--- src/rtl/satd_pkg.sv ---
// Shared widths and state encoding for the SATD row scheduler and its helpers.
package satd_pkg;

  // Width of one signed horizontal-Hadamard output for pixel MSB index l.
  function automatic int hth_w(input int l);
    return l + 5;
  endfunction

  // Width of the unsigned absolute-sum of one row of eight outputs.
  function automatic int row_sum_w(input int l);
    return l + 7;
  endfunction

  // Width of the per-block cost accumulator.
  function automatic int sum_w(input int l);
    return l + 12;
  endfunction

  typedef enum logic [1:0] {
    IDLE  = 2'd0,
    RUN   = 2'd1,
    DRAIN = 2'd2,
    DONE  = 2'd3
  } state_t;

endpackage

--- src/rtl/satd_abs_sum.sv ---
// Combinational absolute-value and 3-level adder tree over eight signed
// transform outputs. Shared by the horizontal and vertical cost stages.
module satd_abs_sum
  import satd_pkg::*;
#(
  parameter int LENGTH = 11
) (
  input  logic signed [hth_w(LENGTH)-1:0]     x [8],
  output logic        [row_sum_w(LENGTH)-1:0] row_sum
);

  localparam int HW = hth_w(LENGTH);
  localparam int AW = LENGTH + 4;
  localparam int RW = row_sum_w(LENGTH);

  logic [HW-1:0]   mag_full [8];
  logic [AW-1:0]   mag      [8];
  logic [AW:0]     lvl1     [4];
  logic [AW+1:0]   lvl2     [2];
  logic [AW+2:0]   lvl3;

  // Magnitudes: real transform outputs never exceed 2^(LENGTH+4)-1, so the
  // top bit of the full-width magnitude is always zero and is dropped.
  always_comb begin
    for (int i = 0; i < 8; i++) begin
      if (x[i][HW-1]) begin
        mag_full[i] = $unsigned(-x[i]);
      end else begin
        mag_full[i] = $unsigned(x[i]);
      end
      mag[i] = mag_full[i][AW-1:0];
    end
  end

  // Balanced adder tree, one extra bit per level so nothing can wrap.
  always_comb begin
    for (int i = 0; i < 4; i++) begin
      lvl1[i] = {1'b0, mag[2*i]} + {1'b0, mag[2*i+1]};
    end
    for (int i = 0; i < 2; i++) begin
      lvl2[i] = {1'b0, lvl1[2*i]} + {1'b0, lvl1[2*i+1]};
    end
    lvl3 = {1'b0, lvl2[0]} + {1'b0, lvl2[1]};
  end

  assign row_sum = RW'(lvl3);

endmodule

--- src/rtl/satd_row_sched.sv ---
// Walks one block of HEIGHT rows through the difference/horizontal-Hadamard
// datapath, accumulates the absolute sums into one block cost and returns it
// over a valid/ready handshake.
module satd_row_sched
  import satd_pkg::*;
#(
  parameter int LENGTH = 11,
  parameter int WIDTH  = 8,
  parameter int HEIGHT = 16
) (
  input  logic                             clk,
  input  logic                             rst,
  input  logic                             start,
  output logic                             busy,
  output logic                             row_rd_en,
  output logic [$clog2(HEIGHT)-1:0]        row_addr,
  input  logic signed [hth_w(LENGTH)-1:0]  hth_0,
  input  logic signed [hth_w(LENGTH)-1:0]  hth_1,
  input  logic signed [hth_w(LENGTH)-1:0]  hth_2,
  input  logic signed [hth_w(LENGTH)-1:0]  hth_3,
  input  logic signed [hth_w(LENGTH)-1:0]  hth_4,
  input  logic signed [hth_w(LENGTH)-1:0]  hth_5,
  input  logic signed [hth_w(LENGTH)-1:0]  hth_6,
  input  logic signed [hth_w(LENGTH)-1:0]  hth_7,
  output logic                             sum_valid,
  input  logic                             sum_ready,
  output logic [sum_w(LENGTH)-1:0]         sum
);

  localparam int HW = hth_w(LENGTH);
  localparam int RW = row_sum_w(LENGTH);
  localparam int SW = sum_w(LENGTH);
  localparam int CW = $clog2(HEIGHT);
  localparam logic [CW-1:0] LAST_ROW = CW'(HEIGHT - 1);

  state_t          state;
  state_t          next_state;
  logic            v1;
  logic            v2;
  logic [RW-1:0]   row_sum;
  logic [RW-1:0]   row_sum_comb;
  logic [SW-1:0]   acc;
  logic [SW-1:0]   acc_next;
  logic signed [HW-1:0] hth [8];

  assign hth[0] = hth_0;
  assign hth[1] = hth_1;
  assign hth[2] = hth_2;
  assign hth[3] = hth_3;
  assign hth[4] = hth_4;
  assign hth[5] = hth_5;
  assign hth[6] = hth_6;
  assign hth[7] = hth_7;

  satd_abs_sum #(
    .LENGTH (LENGTH)
  ) u_abs_sum (
    .x       (hth),
    .row_sum (row_sum_comb)
  );

  // Next-state logic; start only matters in IDLE, acceptance only in DONE.
  always_comb begin
    next_state = state;
    case (state)
      IDLE: begin
        if (start) begin
          next_state = RUN;
        end else begin
          next_state = IDLE;
        end
      end
      RUN: begin
        if (row_addr == LAST_ROW) begin
          next_state = DRAIN;
        end else begin
          next_state = RUN;
        end
      end
      DRAIN: begin
        // Once stage 1 is empty, the only in-flight row sits in stage 2 and
        // is folded into the final write on this same edge.
        if (!v1) begin
          next_state = DONE;
        end else begin
          next_state = DRAIN;
        end
      end
      DONE: begin
        if (sum_ready) begin
          next_state = IDLE;
        end else begin
          next_state = DONE;
        end
      end
      default: next_state = IDLE;
    endcase
  end

  // Accumulator value after the current edge, including any stage-2 row.
  always_comb begin
    if (v2) begin
      acc_next = acc + SW'(row_sum);
    end else begin
      acc_next = acc;
    end
  end

  // State register and registered control outputs.
  always_ff @(posedge clk) begin
    if (rst) begin
      state     <= IDLE;
      busy      <= 1'b0;
      row_rd_en <= 1'b0;
      row_addr  <= '0;
      sum_valid <= 1'b0;
    end else begin
      state     <= next_state;
      busy      <= (next_state != IDLE);
      row_rd_en <= (next_state == RUN);
      sum_valid <= (next_state == DONE);
      if (state == IDLE && start) begin
        row_addr <= '0;
      end else if (state == RUN && next_state == RUN) begin
        row_addr <= row_addr + CW'(1);
      end else begin
        row_addr <= row_addr;
      end
    end
  end

  // Two-stage abs/accumulate pipeline and the held block cost.
  always_ff @(posedge clk) begin
    if (rst) begin
      v1      <= 1'b0;
      v2      <= 1'b0;
      row_sum <= '0;
      acc     <= '0;
      sum     <= '0;
    end else begin
      v1 <= row_rd_en;
      v2 <= v1;
      if (v1) begin
        row_sum <= row_sum_comb;
      end else begin
        row_sum <= row_sum;
      end
      if (state == IDLE && start) begin
        acc <= '0;
      end else begin
        acc <= acc_next;
      end
      if (state == DRAIN && next_state == DONE) begin
        sum <= acc_next;
      end else begin
        sum <= sum;
      end
    end
  end

endmodule
--- config.mk ---
export PLATFORM = sky130hd
export DESIGN_NAME = satd_row_sched
export DESIGN_NICKNAME = d
export VERILOG_FILES = /design/src/rtl/satd_pkg.sv /design/src/rtl/satd_abs_sum.sv /design/src/rtl/satd_row_sched.sv
export SDC_FILE = /design/constraint.sdc
export NUM_CORES = 1
export LEC_CHECK = 0
export ABC_AREA = 1
export CAP_MARGIN = 20
export CORE_UTILIZATION = 60
export DETAILED_ROUTE_END_ITERATION = 8
export PLACE_DENSITY_LB_ADDON = 0.05
export RECOVER_POWER = 25
export SETUP_SLACK_MARGIN = 0.3
export SLEW_MARGIN = 20
export SYNTH_ARGS = -nofsm -noshare
export SYNTH_HDL_FRONTEND = slang
export SYNTH_SLANG_ARGS = --single-unit
export TNS_END_PERCENT = 50
--- constraint.sdc ---
create_clock -name clk -period 11.94 [get_ports clk]
set_input_delay 3.582 -clock clk [delete_from_list [all_inputs] [get_ports clk]]
set_output_delay 3.582 -clock clk [all_outputs]
set_load 0.005 [all_outputs]
; ---- Word level (Yosys, flattened, before mapping)
; Cells that the tools add are included.
[totals]
regBits = 75
latch_bits = 0
ram_bits = 0
mem_bits_ro = 0
input_bits = 132
out_inout_bits = 30
word_cells = 53
mem_count = 0
[classes]
addsub = 17
multipliers = 0
n_div = 0
n_lt_le_gt_ge = 0
n_eq_ne = 6
shifts = 0
muxes = 14
bitwise_logic = 0
reduce_logical = 6
[op_table]
columns = op, count
row1 = 15-bit two-way mux, 8
row2 = 15-bit negator, 8
row3 = 15-bit by 15-bit adder with 16-bit output, 4
row4 = 16-bit by 16-bit adder with 17-bit output, 2
row5 = 23-bit by 18-bit adder with 23-bit output, 1
row6 = 23-bit two-way mux, 1
row7 = 17-bit by 17-bit adder with 18-bit output, 1
row8 = 2-bit one-hot mux with 4 select lines, 1
row9 = "2-bit equality test, second input constant", 3
row10 = "4-bit by 1-bit adder with 4-bit output, second input constant", 1
row11 = "2-bit by 1-bit equality test with 1-bit output, second input constant", 2
row12 = "4-bit equality test, second input constant", 1
row13 = 2-bit two-way mux, 2
row14 = 1-bit logical AND, 3
row15 = 2-bit zero test, 1
row16 = 1-bit two-way mux, 2
row17 = 2-bit nonzero test, 1
row18 = 2-bit OR reduction, 1

; ---- Depth between registers and ports, before layout
; Gate-level depths: netlist (run 1).
[depth]
ltp_word = 5
ltp_mapped = 27
mapped_depth_nobuf = 27

; ---- Modules after synthesis
; Synthesis (run 1) repeated with hierarchy kept, for this count alone.
[hier_totals]
cells_unflattened = 1602
hier_area_um2 = 10276.1
[by_module_without_submodules]
columns = mod, instances, cells_each, area_per_inst_um2, seq_area_each_um2
row1 = satd_abs_sum, 1, 1003, 6174.7, 0.0
row2 = satd_row_sched, 1, 599, 4101.4, 1501.4

; ---- Worst setup path after synthesis (run 1)
; Ideal clock, no wire load.
[synth_timing]
path_type = input to register
from = input port hth_5[0]
to = register row_sum[15]
setup_ps = 127
arrival_ps = 7791
path_slack_ps = 4023
stages = 24
path_buffers = 0
path_cell_list = inv_1 -> ha_1 -> inv_1 -> nor3_1 -> nor3b_2 -> nand3b_1 -> nand2_1 -> o21ai_0 -> xor2_1 -> fa_1 -> inv_1 -> fa_1 -> inv_1 -> fa_1 -> inv_1 -> fa_1 -> inv_1 -> ha_1 -> a21oi_1 -> o21ai_0 -> a21oi_1 -> nand2_1 -> xnor2_1 -> a21oi_1
[synth_via]
elab_chain_len = 5
[synth_lines]
columns = element, line
row1 = start: declaration, satd_row_sched.sv:22  ; input logic signed [hth_w(LENGTH)-1:0] hth_5,
row2 = 15-bit negator, satd_abs_sum.sv:27  ; mag_full[i] = $unsigned(-x[i]);
row3 = 15-bit two-way mux (*), satd_abs_sum.sv:26  ; if (x[i][HW-1]) begin
row4 = 15-bit by 15-bit adder with 16-bit output (*), satd_abs_sum.sv:38  ; lvl1[i] = {1'b0, mag[2*i]} + {1'b0, mag[2*i+1]};
row5 = 16-bit by 16-bit adder with 17-bit output (*), satd_abs_sum.sv:41  ; lvl2[i] = {1'b0, lvl1[2*i]} + {1'b0, lvl1[2*i+1]};
row6 = 17-bit by 17-bit adder with 18-bit output (*), satd_abs_sum.sv:43  ; lvl3 = {1'b0, lvl2[0]} + {1'b0, lvl2[1]};
row7 = end signal: assignment, satd_row_sched.sv:144  ; row_sum <= row_sum_comb;
row8 = end signal: assignment, satd_row_sched.sv:146  ; row_sum <= row_sum;
row9 = end: declaration, satd_row_sched.sv:40  ; logic [RW-1:0] row_sum;
; Every way passes the cells marked *; elsewhere a longest branch is shown, timed or not.
; A chain may end at the register's enable or synchronous reset.

; ---- Worst setup path in the final report (run 1)
; Ends and elaborated chain as after synthesis.

==> run summary, run 1 <==
From bottom edge to top edge, the die measures 128.0 um. The area used by sequential logic in the layout is 1501 sq um. The number of flops mapped to enable cells by yosys came out at 0. The max-slew violation total from the final report is 0. The sequential share of the synthesized area is 0.1577. The maximum number of pins on one net before global-route repair is 43. The max-slew headroom at the worst pin is 0.3283. The total design power is 2.596 mW.

The via density per instance is 5.239. The effective utilization at floorplan is 0.6215. The mapped netlist covers 9518 sq um.

The flow ran to the end, and the final reports show no timing, DRC or antenna violations. STA classifies the critical path startpoint as a primary input. The flip-flop and latch count after synthesis came out at 75.

The worst hold path belongs to the class flip-flop to flip-flop. The tree is rooted in a sky130_fd_sc_hd__clkbuf_16. The detailed-route wire length per cell came out at 14.78 um.

The hold-fix buffer count after cts came out at 0. The net total in the final layout is 1798. The first global-routing pass estimated 41970 um of wire. In the finished design, the share of the clock period the worst path needs comes to 0.7228. The most used flip-flop cell after synthesis is sky130_fd_sc_hd__dfxtp_1.

The library cell used most frequently in the layout, excluding fill and tap cells, is sky130_fd_sc_hd__inv_1. STA puts the critical path data required time at 12.16 ns. The average cell area after synthesis is 6.887 sq um. The number of levels in the clock H-tree came out at 3. Max-cap violations in this run came to 0. The clock-pin transition on the worst setup and hold timing paths came out at 0.06 ns. The count of standard-cell rows is 45. The combined global-route utilization of all metal layers is 0.3305. The total power per unit cell area came out at 223.8 nW/um^2. For the pin with the worst max-slew slack, the measured transition is 1.005 ns. The initial antenna violation count is 0. Routability-driven placement finished with a final weighted congestion of 0.9420. After legalization and detailed placement, the total HPWL measured 21440 um.

The number of buffers inserted during clock tree synthesis is 9. The analysis attributes to cell leakage a power of 5.883 nW. Leaving out fill and tap cells, the most frequent cells in the layout are sky130_fd_sc_hd__inv_1, sky130_fd_sc_hd__nand2_1, sky130_fd_sc_hd__clkdlybuf4s50_1. The repair_antennas step left the layout with diodes totalling 0. The shortest period the worst path allows came out at 8.630 ns. The I/O pin total is 162.

TritonCTS built the clock tree. The total clock sinks is 75. The final count of hold timing violations was 0. The share of async-settable or async-resettable flops after synthesis is 0. The total area inside the core boundary comes to 15310 sq um. The total non-filler cell area in the finished layout came out at 11600 sq um. The fraction of layout instances using a drive strength above 1 came out at 0.03190.

Adding up every negative setup slack in the final design gives 0 ns. The final route contains 9153 vias. The overall die width is 128.0 um. The cell count after synthesis is 1382. In the routed design, unresolved DRC markers number 0. The unique cell type count in the Yosys netlist came out at 45. The total area of multi-input combinational cells came out at 6736 sq um. Including well taps, the total number of placed cells is 1730.

The count of buffers inserted at the top-level ports is 161. The signal arrival time at the worst endpoint is 8.85 ns. The die covers 16370 sq um.

The peak supply drop is 0.3501 mV. The first-iteration detailed-routing DRC count came out at 683. The worst setup path is captured at a flip-flop. The post-cts resize count came out at 0. The non-filler instance count after layout is 1747. After clock tree synthesis, the setup repair step added 0 buffers. The area growth from synthesis to layout is 21.86%. The number of setup violations in the final report is 0. For this block, the routed nets add up to 25820 um of wire. Timing would allow up to 115.9 MHz. The antenna violation net count after detailed routing came out at 0. The worst clock skew is 0.009959 ns. Setup repair after global routing left no endpoint under its margin. The largest fanout on the critical path is 5. The clock passes through at most 2 buffers. The net count after synthesis is 1649. For this run, the number of Yosys warnings is 0. The via count of the first global-routing pass is 8720. The later pin in the worst-skew pair is clocked with a latency of 0.35 ns. After detailed placement, the total cell area comes to 11290 sq um. The total congestion overflow came out at 0. The number of detailed-route iterations in the first pass came out at 5. The worst hold slack across all endpoints is 0.4245 ns.

The count of filler cells inserted in the layout is 1246. The critical path is of the primary input to flip-flop type.
==> logic make-up after synthesis <==
kind of cell             after synthesis  synth area share
multiplexers                           1          0.001052
AO/OA/AOI/OAI                        173            0.1012
buffers and inverters                335            0.1345
XOR/XNOR                             118            0.1086
flip-flops                            75            0.1577
AND/OR/NAND/NOR                      545            0.2485
adder cells (fa/ha/maj)              135            0.2485
==> cell usage after synthesis, types with 4 or more instances <==
| library cell | instances | share of area |
|---|---|---|
| sky130_fd_sc_hd__inv_1 | 308 | 0.12 |
| sky130_fd_sc_hd__fa_1 | 90 | 0.19 |
| sky130_fd_sc_hd__or2_2 | 6 | 0.0039 |
| sky130_fd_sc_hd__o211ai_1 | 4 | 0.0032 |
| sky130_fd_sc_hd__dfxtp_1 | 75 | 0.16 |
| sky130_fd_sc_hd__o21bai_1 | 4 | 0.0032 |
| sky130_fd_sc_hd__o21a_1 | 15 | 0.012 |
| sky130_fd_sc_hd__nand2_1 | 263 | 0.10 |
| sky130_fd_sc_hd__buf_2 | 7 | 0.0037 |
| sky130_fd_sc_hd__nand2_2 | 5 | 0.0033 |
| sky130_fd_sc_hd__o21ai_0 | 59 | 0.031 |
| sky130_fd_sc_hd__nand3_1 | 73 | 0.038 |
| sky130_fd_sc_hd__xor2_1 | 75 | 0.069 |
| sky130_fd_sc_hd__clkbuf_1 | 15 | 0.0059 |
| sky130_fd_sc_hd__a21oi_1 | 70 | 0.037 |
| sky130_fd_sc_hd__ha_1 | 45 | 0.059 |
| sky130_fd_sc_hd__o21ai_1 | 6 | 0.0032 |
| sky130_fd_sc_hd__nor3_2 | 8 | 0.0084 |
| sky130_fd_sc_hd__xnor2_1 | 43 | 0.040 |
| sky130_fd_sc_hd__nand4_1 | 8 | 0.0053 |
| sky130_fd_sc_hd__nor2_1 | 134 | 0.053 |
| sky130_fd_sc_hd__nand3b_1 | 8 | 0.0063 |
| sky130_fd_sc_hd__nor3_1 | 21 | 0.011 |
==> path summary, 6_finish.rpt <==
kind,start,end,slack (ns),cells after the start
setup / recovery,hth_5[0],row_sum[15],3.31,25
hold / removal,row_rd_en,v1,0.42,2
setup reg to reg,row_sum[0],sum[6],9.58,14
hold reg to reg,row_rd_en,v1,0.42,2
==> through the flow <==
stage,worst slack [ns],util
floorplan,4.023,-
CTS,3.364,0.7564
global placement,3.087,0.7371
finish,3.310,0.7574
global route,2.837,0.7574
detailed placement,3.019,0.7371
==> metal layers <==
layer  up-vias  track usage  routed length [um]
li1       4513            -                   -
met1      4234       0.4749               11800
met2       376       0.5150               11240
met3        30      0.06678                2383
met4         0      0.06713                 393
met5         -            0                   0
==> state kept, by name, summed over array words and instances (netlist names) <==
name,flops
v1,1
sum_valid,1
busy,1
row_rd_en,1
sum,23
state,2
v2,1
row_addr,4
acc,23
row_sum,18
==> worst max-delay path, stage by stage <==
cell and delay (ns):
sky130_fd_sc_hd__clkdlybuf4s50_1 0.50, sky130_fd_sc_hd__inv_1 0.14, sky130_fd_sc_hd__ha_1 0.15, sky130_fd_sc_hd__inv_1 0.05, sky130_fd_sc_hd__nor3_1 0.18, sky130_fd_sc_hd__nor3b_2 0.27, sky130_fd_sc_hd__nand3b_1 0.12, sky130_fd_sc_hd__nand2_1 0.11
sky130_fd_sc_hd__o21ai_0 0.11, sky130_fd_sc_hd__xor2_1 0.16, sky130_fd_sc_hd__fa_1 0.48, sky130_fd_sc_hd__inv_1 0.11, sky130_fd_sc_hd__fa_1 0.55, sky130_fd_sc_hd__inv_1 0.05, sky130_fd_sc_hd__fa_1 0.52, sky130_fd_sc_hd__inv_1 0.07
sky130_fd_sc_hd__fa_1 0.54, sky130_fd_sc_hd__inv_1 0.04, sky130_fd_sc_hd__ha_1 0.36, sky130_fd_sc_hd__a21oi_1 0.16, sky130_fd_sc_hd__o21ai_0 0.10, sky130_fd_sc_hd__a21oi_1 0.12, sky130_fd_sc_hd__nand2_1 0.10, sky130_fd_sc_hd__xnor2_1 0.16
sky130_fd_sc_hd__a21oi_1 0.08
==> power breakdown <==
group	total (mW)	switching, mW	internal [mW]
combinational	2.04	1.24	0.808
sequential	0.278	0.0110	0.267
clock	0.275	0.111	0.163
==> layout make-up <==
cell class	count	area share
sequential	75	0.1295
clock inverter	5	0.005394
inverter	309	0.1000
clock buffer	11	0.02006
timing repair buffer	164	0.1415
tap	211	0.02276
multi-input combinational	972	0.5808
No activity file was read; power rests on OpenSTA's default activity.
==> inputs of run 2 (changes only) <==
- CORE_UTILIZATION: 60 -> 55
- clock period: 11.94 -> 8.3 ns (I/O delays scaled with it)
==> run 2 against run 1 <==
Highest routed layer unchanged. Via count decreased by 1.6%. Global-route usage decreased by 2.5 points. Total power increased by 44%. Worst hold slack got worse by 0.0053 ns. Critical path depth decreased by 3. Routed wire length decreased by 0.39%.
==> run summary, run 2 (same netlist as run 1, synthesis figures left out) <==
The leakage power was 5.897 nW (+0.24%). The net load switching power is 1.950 mW (+44%). The count of standard-cell rows came out at 47 (+4.4%). The max-slew headroom at the worst pin came out at 0.3284 (about the same).

The count of filler cells inserted in the layout is 1486 (+19%). The final worst-path cycle share came out at 0.9077. Static timing analysis puts the maximum clock frequency at 132.7 MHz.

The buffer depth of the longest clock path came to 2 (unchanged). The total congestion overflow is 0 (unchanged). The worst path setup slack after routing is 0.7659 ns (-2.544 ns). The worst hold path stage count is 2 (unchanged). The TritonCTS clock tree is built. The via density per instance came out at 5.127 (-2.1%).

The I/O pin total came to 162 (unchanged). The transition time of the tightest slew-check pin was 1.006 ns (+0.001087 ns). The overall die width is 133.6 um (+4.4%). The largest registers in the layout are acc: 23 flops, sum: 23 flops, row_sum: 18 flops.

The peak supply drop came out at 0.4225 mV (+21%). The number of detailed-route iterations in the first pass is 6 (+1). The startpoint type of the worst setup path is a primary input. The count of unresolved DRC violations after routing was 0 (unchanged). The initial antenna violation count came to 0 (unchanged). The setup path with the least slack is of type primary input to flip-flop. The routed wire length is 25720 um (-0.39%). The switching share of power came out at 0.5219 (-0.001340). The post-cts resize count came out at 0 (unchanged). The shortest period the worst path allows came out at 7.534 ns. The sequential share of power is 0.107 (about the same). The worst clock skew was 0.005781 ns (-0.004178 ns).

The number of setup violations in the final report came out at 0 (unchanged). The clock root buffer master is sky130_fd_sc_hd__clkbuf_16. The setup total negative slack is 0 ns (unchanged). The logic gate share of total power was 0.785 (-0.002). The total cell area at the placement stage came out at 11310 sq um (+0.17%). In this run the worst hold path is classified as flip-flop to flip-flop. Leaving out fill and tap cells, the most frequent cell in the layout is sky130_fd_sc_hd__inv_1. Setup repair after global routing left no endpoint under its margin.

The total clock sinks came out at 75 (unchanged). The number of cells on the worst reg-to-reg path is 14 (unchanged). The antenna violation net count after detailed routing came out at 0 (unchanged). The worst setup path is captured at a flip-flop. The clock-pin transition on the worst setup and hold timing paths came out at 0.06 ns (about the same). The maximum number of pins on one net before global-route repair was 43 (unchanged). The library cells used most frequently in the layout, excluding fill and tap cells, are sky130_fd_sc_hd__inv_1, sky130_fd_sc_hd__nand2_1, sky130_fd_sc_hd__clkdlybuf4s50_1. The core area is 16760 sq um (+9.4%). The combined global-route utilization of all metal layers came out at 0.3051 (-0.02542). The required arrival time at the worst endpoint is 8.53 ns (-3.63 ns).

The final count of hold timing violations came out at 0 (unchanged). The largest fanout on the critical path came out at 5 (unchanged). The flow ran to the end, and the final reports show no timing, DRC or antenna violations. The net total in the final layout came out at 1799 (+0.056%). The first-iteration detailed-routing DRC count came out at 627 (-8.2%). The placed wire-length estimate after detailed placement came out at 21830 um (+1.8%). The global-route wire length before repair came out at 42370 um (+0.95%). The via count came out at 9009 (-1.6%).

The number of levels in the clock H-tree came out at 3 (unchanged). The total of max-cap violations is 0 (unchanged). The total die area is 17840 sq um (+8.9%). The count of buffers inserted at the top-level ports came out at 161 (unchanged). The diode insertion count for antenna repair is 0 (unchanged).

The hold-fix buffer count after cts came out at 0 (unchanged). The latest clock arrival within the worst-skew pair is 0.34 ns (about the same). The signal arrival time at the worst endpoint is 7.77 ns (-1.08 ns). The area overhead of the layout relative to synthesis came out at 22.22%.

The global placer's final weighted congestion came out at 0.9612 (+2.0%). The max-slew violation total from the final report came to 0 (unchanged). The total power per unit cell area was 321.2 nW/um^2 (+43%). The number of setup buffers added after CTS is 0 (unchanged). The effective utilization at floorplan is 0.5679 (-0.05359). The worst hold slack across all endpoints is 0.4192 ns (-0.005298 ns). The detailed-route wire length per cell is 14.64 um (-0.95%). The via count of the first global-routing pass is 8713 (-0.080%). The internal power contribution is 1.786 mW (+44%). The fraction of layout instances using a drive strength above 1 came out at 0.03383 (+0.001931). The total design power came to 3.736 mW (+44%). The worst setup timing slack at the placement stage is 0.4852 ns (-2.534 ns).

The total non-filler cell area in the finished layout is 11630 sq um (+0.29%). The number of buffers inserted during clock tree synthesis was 9 (unchanged). The clock network fraction of design power is 0.109 (+0.003). The die extent in y is 133.6 um (+4.4%).
[run 2: changes by cell type in the layout (fill, tap and decap cells not counted), sizes merged]
cell    change
buf         +1
clkbuf      -1
inv         +1
[run 2: stage by stage]
stage | utilization | instances
3_5_place_dp | 0.6747 | 1740
2_1_floorplan | - | 1382
4_1_cts | 0.6932 | 1756
5_1_grt | 0.6941 | 1757
6_report | 0.6941 | 1757
3_3_place_gp | 0.6747 | 1740
[run 2: final timing paths]
check        startpoint           to  slack (ns)
max            hth_5[0]  row_sum[13]        0.77
min           row_rd_en           v1        0.42
min reg2reg   row_rd_en           v1        0.42
max reg2reg  row_sum[0]       sum[6]        5.90
[run 2: power by group through the flow]
stage	clock [mW]	combinational, mW	sequential (mW)
2_1_floorplan	0	2.23	0.401
3_3_place_gp	0	2.88	0.407
3_5_place_dp	0	2.90	0.407
4_1_cts	0.410	2.91	0.400
5_1_grt	0.423	3.39	0.402
6_report	0.406	2.93	0.399
[run 2: final cells by class]
class / count / area, sq um / share of cell area
Multi-Input combinational cell: 972 / 6736 / 0.5791
Timing Repair Buffer: 165 / 1649 / 0.1418
Sequential cell: 75 / 1501 / 0.1291
Inverter: 309 / 1160 / 0.09971
Tap cell: 220 / 275.3 / 0.02366
Clock buffer: 10 / 239.0 / 0.02054
Clock inverter: 6 / 71.32 / 0.006131
[run 2: worst max-delay path, stage by stage]
cell and delay, ns:
sky130_fd_sc_hd__clkdlybuf4s50_1 0.48, sky130_fd_sc_hd__inv_1 0.13, sky130_fd_sc_hd__ha_1 0.16, sky130_fd_sc_hd__inv_1 0.05, sky130_fd_sc_hd__nor3_1 0.18, sky130_fd_sc_hd__nor3b_2 0.28, sky130_fd_sc_hd__nand3b_1 0.15, sky130_fd_sc_hd__o21ai_1 0.17
sky130_fd_sc_hd__xnor2_1 0.17, sky130_fd_sc_hd__fa_1 0.54, sky130_fd_sc_hd__fa_1 0.57, sky130_fd_sc_hd__fa_1 0.56, sky130_fd_sc_hd__inv_1 0.05, sky130_fd_sc_hd__fa_1 0.52, sky130_fd_sc_hd__inv_1 0.04, sky130_fd_sc_hd__ha_1 0.36
sky130_fd_sc_hd__a21oi_1 0.25, sky130_fd_sc_hd__o21a_1 0.17, sky130_fd_sc_hd__nand3_1 0.10, sky130_fd_sc_hd__xor2_1 0.15, sky130_fd_sc_hd__o21ai_0 0.16, sky130_fd_sc_hd__inv_1 0.06
[run 2: layer usage]
metal / vias to the layer above / GRT usage / wire length (um)
li1: 4529 / - / -
met1: 4158 / 0.4407 / 12290
met2: 289 / 0.4771 / 11130
met3: 33 / 0.05708 / 1913
met4: 0 / 0.05556 / 389
met5: - / 0 / 0
==> inputs of run 3 (changes only) <==
- ABC_AREA: 1 -> default
- CELL_PAD_IN_SITES_DETAIL_PLACEMENT: default -> 1
- CELL_PAD_IN_SITES_GLOBAL_PLACEMENT: default -> 1
- CORE_UTILIZATION: 55 -> 41
- GPL_TIMING_DRIVEN: default -> 0
==> run 3 against run 2 <==
Routed wire length grew 4.1%. Critical endpoint is now row_sum[16]. Maximum frequency shrank 4.3%. Clock power shrank 2%. Count of clock-buffer cells in the layout shrank 1. Sequential share of layout area grew 0.23 points. Non-clock buffer count grew 29. Clock skew grew 0.0010 ns. Sequential power is essentially flat. Design area shrank 1.8%. Final cell count shrank 15%.
==> run summary, run 3 <==
The max-slew headroom at the worst pin is 0.4796 (+0.1512). The antenna violation net count after detailed routing is 0 (unchanged). The leakage power came out at 4.675 nW (-21%). The routed wire length is 26760 um (+4.1%). The worst setup path is captured at a flip-flop. Setup repair after global routing could not meet its margin everywhere.

The I/O pin total is 162 (unchanged). In this run the critical register-to-register path is launched from row_sum[0]. The mapped cell area came out at 8832 sq um (-7.2%). For this run, the leading register cell type out of synthesis is sky130_fd_sc_hd__dfxtp_1. The sequential share of the synthesized area came out at 0.1700 (+0.01225). The fmax came out at 127.1 MHz (-4.3%).

The end-of-flow core utilization is 0.5418 (-0.1522). The total clock sinks is 75 (unchanged). The number of flops mapped to enable cells by yosys is 0 (unchanged). The net total in the final layout came out at 1472 (-18%). The count of filler cells inserted in the layout came out at 2484 (+67%).

The global placer's final weighted congestion is 0.8688 (-9.6%). The wire length on met1 came to 13160 um (+7.1%). The die extent in y came out at 148.8 um (+11%). The count of standard-cell rows came out at 53 (+13%). The worst hold path begins at sum[13].

The required arrival time at the worst endpoint came out at 8.55 ns (+0.02 ns). The unique cell type count in the Yosys netlist is 76 (+69%). Counting instances in the post-synthesis netlist gives the leading cell types as sky130_fd_sc_hd__inv_1, sky130_fd_sc_hd__fa_1, sky130_fd_sc_hd__nand2_1, sky130_fd_sc_hd__nor2_1, sky130_fd_sc_hd__xnor2_1. The total power per unit cell area was 349.3 nW/um^2 (+8.8%). The number of cells on the worst reg-to-reg path came out at 10 (-4). The end point of the most critical hold path is sum[13]. The buffer depth of the longest clock path was 2 (unchanged). The maximum number of pins on one net before global-route repair is 15 (-65%). The peak supply drop came out at 0.3402 mV (-19%). The yosys synthesis warning count came out at 0 (unchanged).

The worst setup path is of the primary input to flip-flop kind. The share of async-settable or async-resettable flops after synthesis came out at 0 (unchanged). The run finished with clean final reports. The average cell area after synthesis was 8.583 sq um (+25%). In the final layout, the registers with the most flip-flops are acc: 23 flops, sum: 23 flops, row_sum: 18 flops. The via count came out at 7869 (-13%). The worst hold path stage count came out at 2 (unchanged). The worst clock skew came out at 0.006816 ns (+0.001035 ns). The via count of the first global-routing pass came out at 8342 (-4.3%). The path class of the tightest hold or removal check is flip-flop to flip-flop. The detailed-route wire length per cell came out at 18.02 um (+23%). The number of levels in the clock H-tree was 3 (unchanged). The worst setup path is launched from a primary input. The transition time of the tightest slew-check pin came out at 0.7753 ns (-0.2310 ns). The placed wire-length estimate after detailed placement was 22420 um (+2.7%). The total die area is 22130 sq um (+24%). The final worst-path cycle share is 0.9482 (+0.04047). The global-route wire length before repair was 43070 um (+1.6%). The final count of hold timing violations came out at 0 (unchanged). The flop-to-flop setup slack came out at 5.69 ns (-0.21 ns). The fraction of layout instances using a drive strength above 1 came to 0.08926 (+0.05542). The most frequent cell after synthesis is sky130_fd_sc_hd__inv_1. The signal arrival time at the worst endpoint was 8.12 ns (+0.35 ns).

The via density per instance is 5.299 (+3.3%). The overall die width came out at 148.8 um (+11%). The initial antenna violation count came out at 0 (unchanged). The total met3 wirelength after detailed routing is 976 um (-49%). The latest clock arrival within the worst-skew pair came out at 0.34 ns (about the same). The effective utilization at floorplan is 0.4188 (-0.1491). The library cell used most frequently in the layout, excluding fill and tap cells, is sky130_fd_sc_hd__clkdlybuf4s50_1. Yosys attributes the largest share of cell area to sky130_fd_sc_hd__fa_1, sky130_fd_sc_hd__dfxtp_1, sky130_fd_sc_hd__xnor2_1. The number of setup violations in the final report came out at 0 (unchanged).

The count of buffers inserted at the top-level ports was 161 (unchanged). The total of max-cap violations is 0 (unchanged). The most area-hungry cell type in the Yosys netlist is sky130_fd_sc_hd__fa_1. The max-slew violation total from the final report came out at 0 (unchanged). The net count after synthesis was 1296 (-21%). Clock tree synthesis selected as its root buffer the cell sky130_fd_sc_hd__clkbuf_16. The count of unresolved DRC violations after routing is 0 (unchanged). The total length of routed met2 wires came out at 12270 um (+10%). Leaving out fill and tap cells, the most frequent cells in the layout are sky130_fd_sc_hd__clkdlybuf4s50_1, sky130_fd_sc_hd__inv_1, sky130_fd_sc_hd__fa_1. The shortest period the worst path allows is 7.870 ns (+0.3359 ns). The cell count after synthesis is 1029 (-26%). The number of detailed-route iterations in the first pass came out at 4 (-2). The number of buffers inserted during clock tree synthesis is 9 (unchanged). The worst path setup slack after routing was 0.4300 ns (-0.3359 ns). The clock-pin transition on the worst setup and hold timing paths is 0.06 ns (about the same). The combined global-route utilization of all metal layers came to 0.2510 (-0.05408).

The worst setup timing slack at the placement stage is -0.2199 ns (-0.7051 ns). The first-iteration detailed-routing DRC count is 291 (-54%). The TritonCTS clock tree is built. The largest fanout on the critical path is 5 (unchanged). The diode insertion count for antenna repair is 0 (unchanged).

Routed signal wires occupy layers up through met4. The endpoint identified for the worst register-to-register timing path is sum[12]. The proportion of netlist area held by the largest area contributor is 0.2040 (+0.01470). The total congestion overflow came to 0 (unchanged). Compared with the post-synthesis result, the final layout area differs by 29.37%. The core area was 21090 sq um (+26%).

The flip-flop and latch count after synthesis is 75 (unchanged).
## run 3: changes by cell type after synthesis, moves of 13 or more
cell,delta
sky130_fd_sc_hd__nand2_1,-176
sky130_fd_sc_hd__inv_1,-169
sky130_fd_sc_hd__nand3_1,-63
sky130_fd_sc_hd__nor2_1,-50
sky130_fd_sc_hd__xnor2_1,+35
sky130_fd_sc_hd__o31ai_1,+29
sky130_fd_sc_hd__a21oi_1,-27
sky130_fd_sc_hd__xor2_1,-25
sky130_fd_sc_hd__mux2i_1,+23
sky130_fd_sc_hd__a211oi_1,+17
sky130_fd_sc_hd__nand2b_1,+14
sky130_fd_sc_hd__o21a_1,-13
## run 3: worst max path at each step
stage	from	end	cells after the start
2_1_floorplan	hth_3[1]	row_sum[17]	22
3_3_place_gp	hth_4[3]	row_sum[16]	21
3_5_place_dp	hth_3[0]	row_sum[17]	23
4_1_cts	hth_3[0]	row_sum[17]	23
5_1_grt	hth_2[1]	row_sum[17]	23
6_report	hth_2[2]	row_sum[16]	20
## run 3: what timing repair did
| action | CTS | global route |
|---|---|---|
| buffers inserted | 1 | 3 |
| resized for setup | 13 | 61 |
| pin swaps | 3 | 33 |
| setup endpoints to repair | 3 | 7 |
| hold buffers | 0 | 0 |
## run 3: critical path, stage by stage
cell,delay (ns)
sky130_fd_sc_hd__clkdlybuf4s50_1,0.47
sky130_fd_sc_hd__or4_1,0.62
sky130_fd_sc_hd__nor2_1,0.16
sky130_fd_sc_hd__nand2_1,0.15
sky130_fd_sc_hd__o31ai_1,0.32
sky130_fd_sc_hd__xor2_1,0.25
sky130_fd_sc_hd__fa_1,0.45
sky130_fd_sc_hd__inv_1,0.09
sky130_fd_sc_hd__fa_1,0.46
sky130_fd_sc_hd__fa_1,0.55
sky130_fd_sc_hd__inv_1,0.06
sky130_fd_sc_hd__fa_1,0.53
sky130_fd_sc_hd__inv_1,0.07
sky130_fd_sc_hd__ha_4,0.30
sky130_fd_sc_hd__nand2_1,0.06
sky130_fd_sc_hd__a311o_1,0.38
sky130_fd_sc_hd__a211oi_2,0.27
sky130_fd_sc_hd__o22ai_2,0.09
sky130_fd_sc_hd__xor2_1,0.15
sky130_fd_sc_hd__a211oi_1,0.19
## run 3: metal layers
| layer | global-route usage | vias up |
|---|---|---|
| met5 | 0 | - |
| met4 | 0.04286 | 0 |
| met3 | 0.03792 | 22 |
| met2 | 0.4042 | 140 |
| met1 | 0.3592 | 3873 |
| li1 | - | 3834 |
## run 3: logic make-up (layout without fill, tap and decap cells)
group / count (synthesis) / count (layout) / share of synthesized area
AND/OR/NAND/NOR: 273 / 273 / 0.1485
buffers and inverters: 169 / 350 / 0.07664
multiplexers: 27 / 27 / 0.03102
flip-flops: 75 / 75 / 0.1700
adder cells (fa/ha/maj): 135 / 135 / 0.2677
XOR/XNOR: 128 / 128 / 0.1269
AO/OA/AOI/OAI: 222 / 222 / 0.1792
## run 3: per-stage QoR
stage | power [mW] | cells | hold slack [ns] | TNS, ns | area (sq um)
6_report | 3.991 | 1485 | 0.4636 | 0 | 11430
5_1_grt | 4.452 | 1485 | 0.4925 | 0 | 11430
4_1_cts | 3.677 | 1482 | 0.4711 | 0 | 11140
3_5_place_dp | 3.205 | 1465 | 0.4626 | -0.5198 | 10790
3_3_place_gp | 3.160 | 1465 | 0.4455 | -0.2895 | 10790
2_1_floorplan | 2.514 | 1029 | 0.4362 | 0 | 8832
## run 3: report_power, final
part / leakage, nW / switching (mW) / internal (mW) / total, mW
clock network: 0.138 / 0.163 / 0.234 / 0.397
logic: 3.93 / 1.75 / 1.44 / 3.20
registers: 0.607 / 0.0141 / 0.384 / 0.398
total: 4.67 / 1.93 / 2.06 / 3.99
## run 3: cell type report
type,instances,area [sq um],area share
Multi-Input combinational cell,785,6950,0.6083
Buffer,29,138.9,0.01215
Clock inverter,7,78.83,0.006899
Timing Repair Buffer,165,1662,0.1454
Sequential cell,75,1501,0.1314
Clock buffer,9,225.2,0.01971
Tap cell,275,344.1,0.03011
Inverter,140,525.5,0.04599
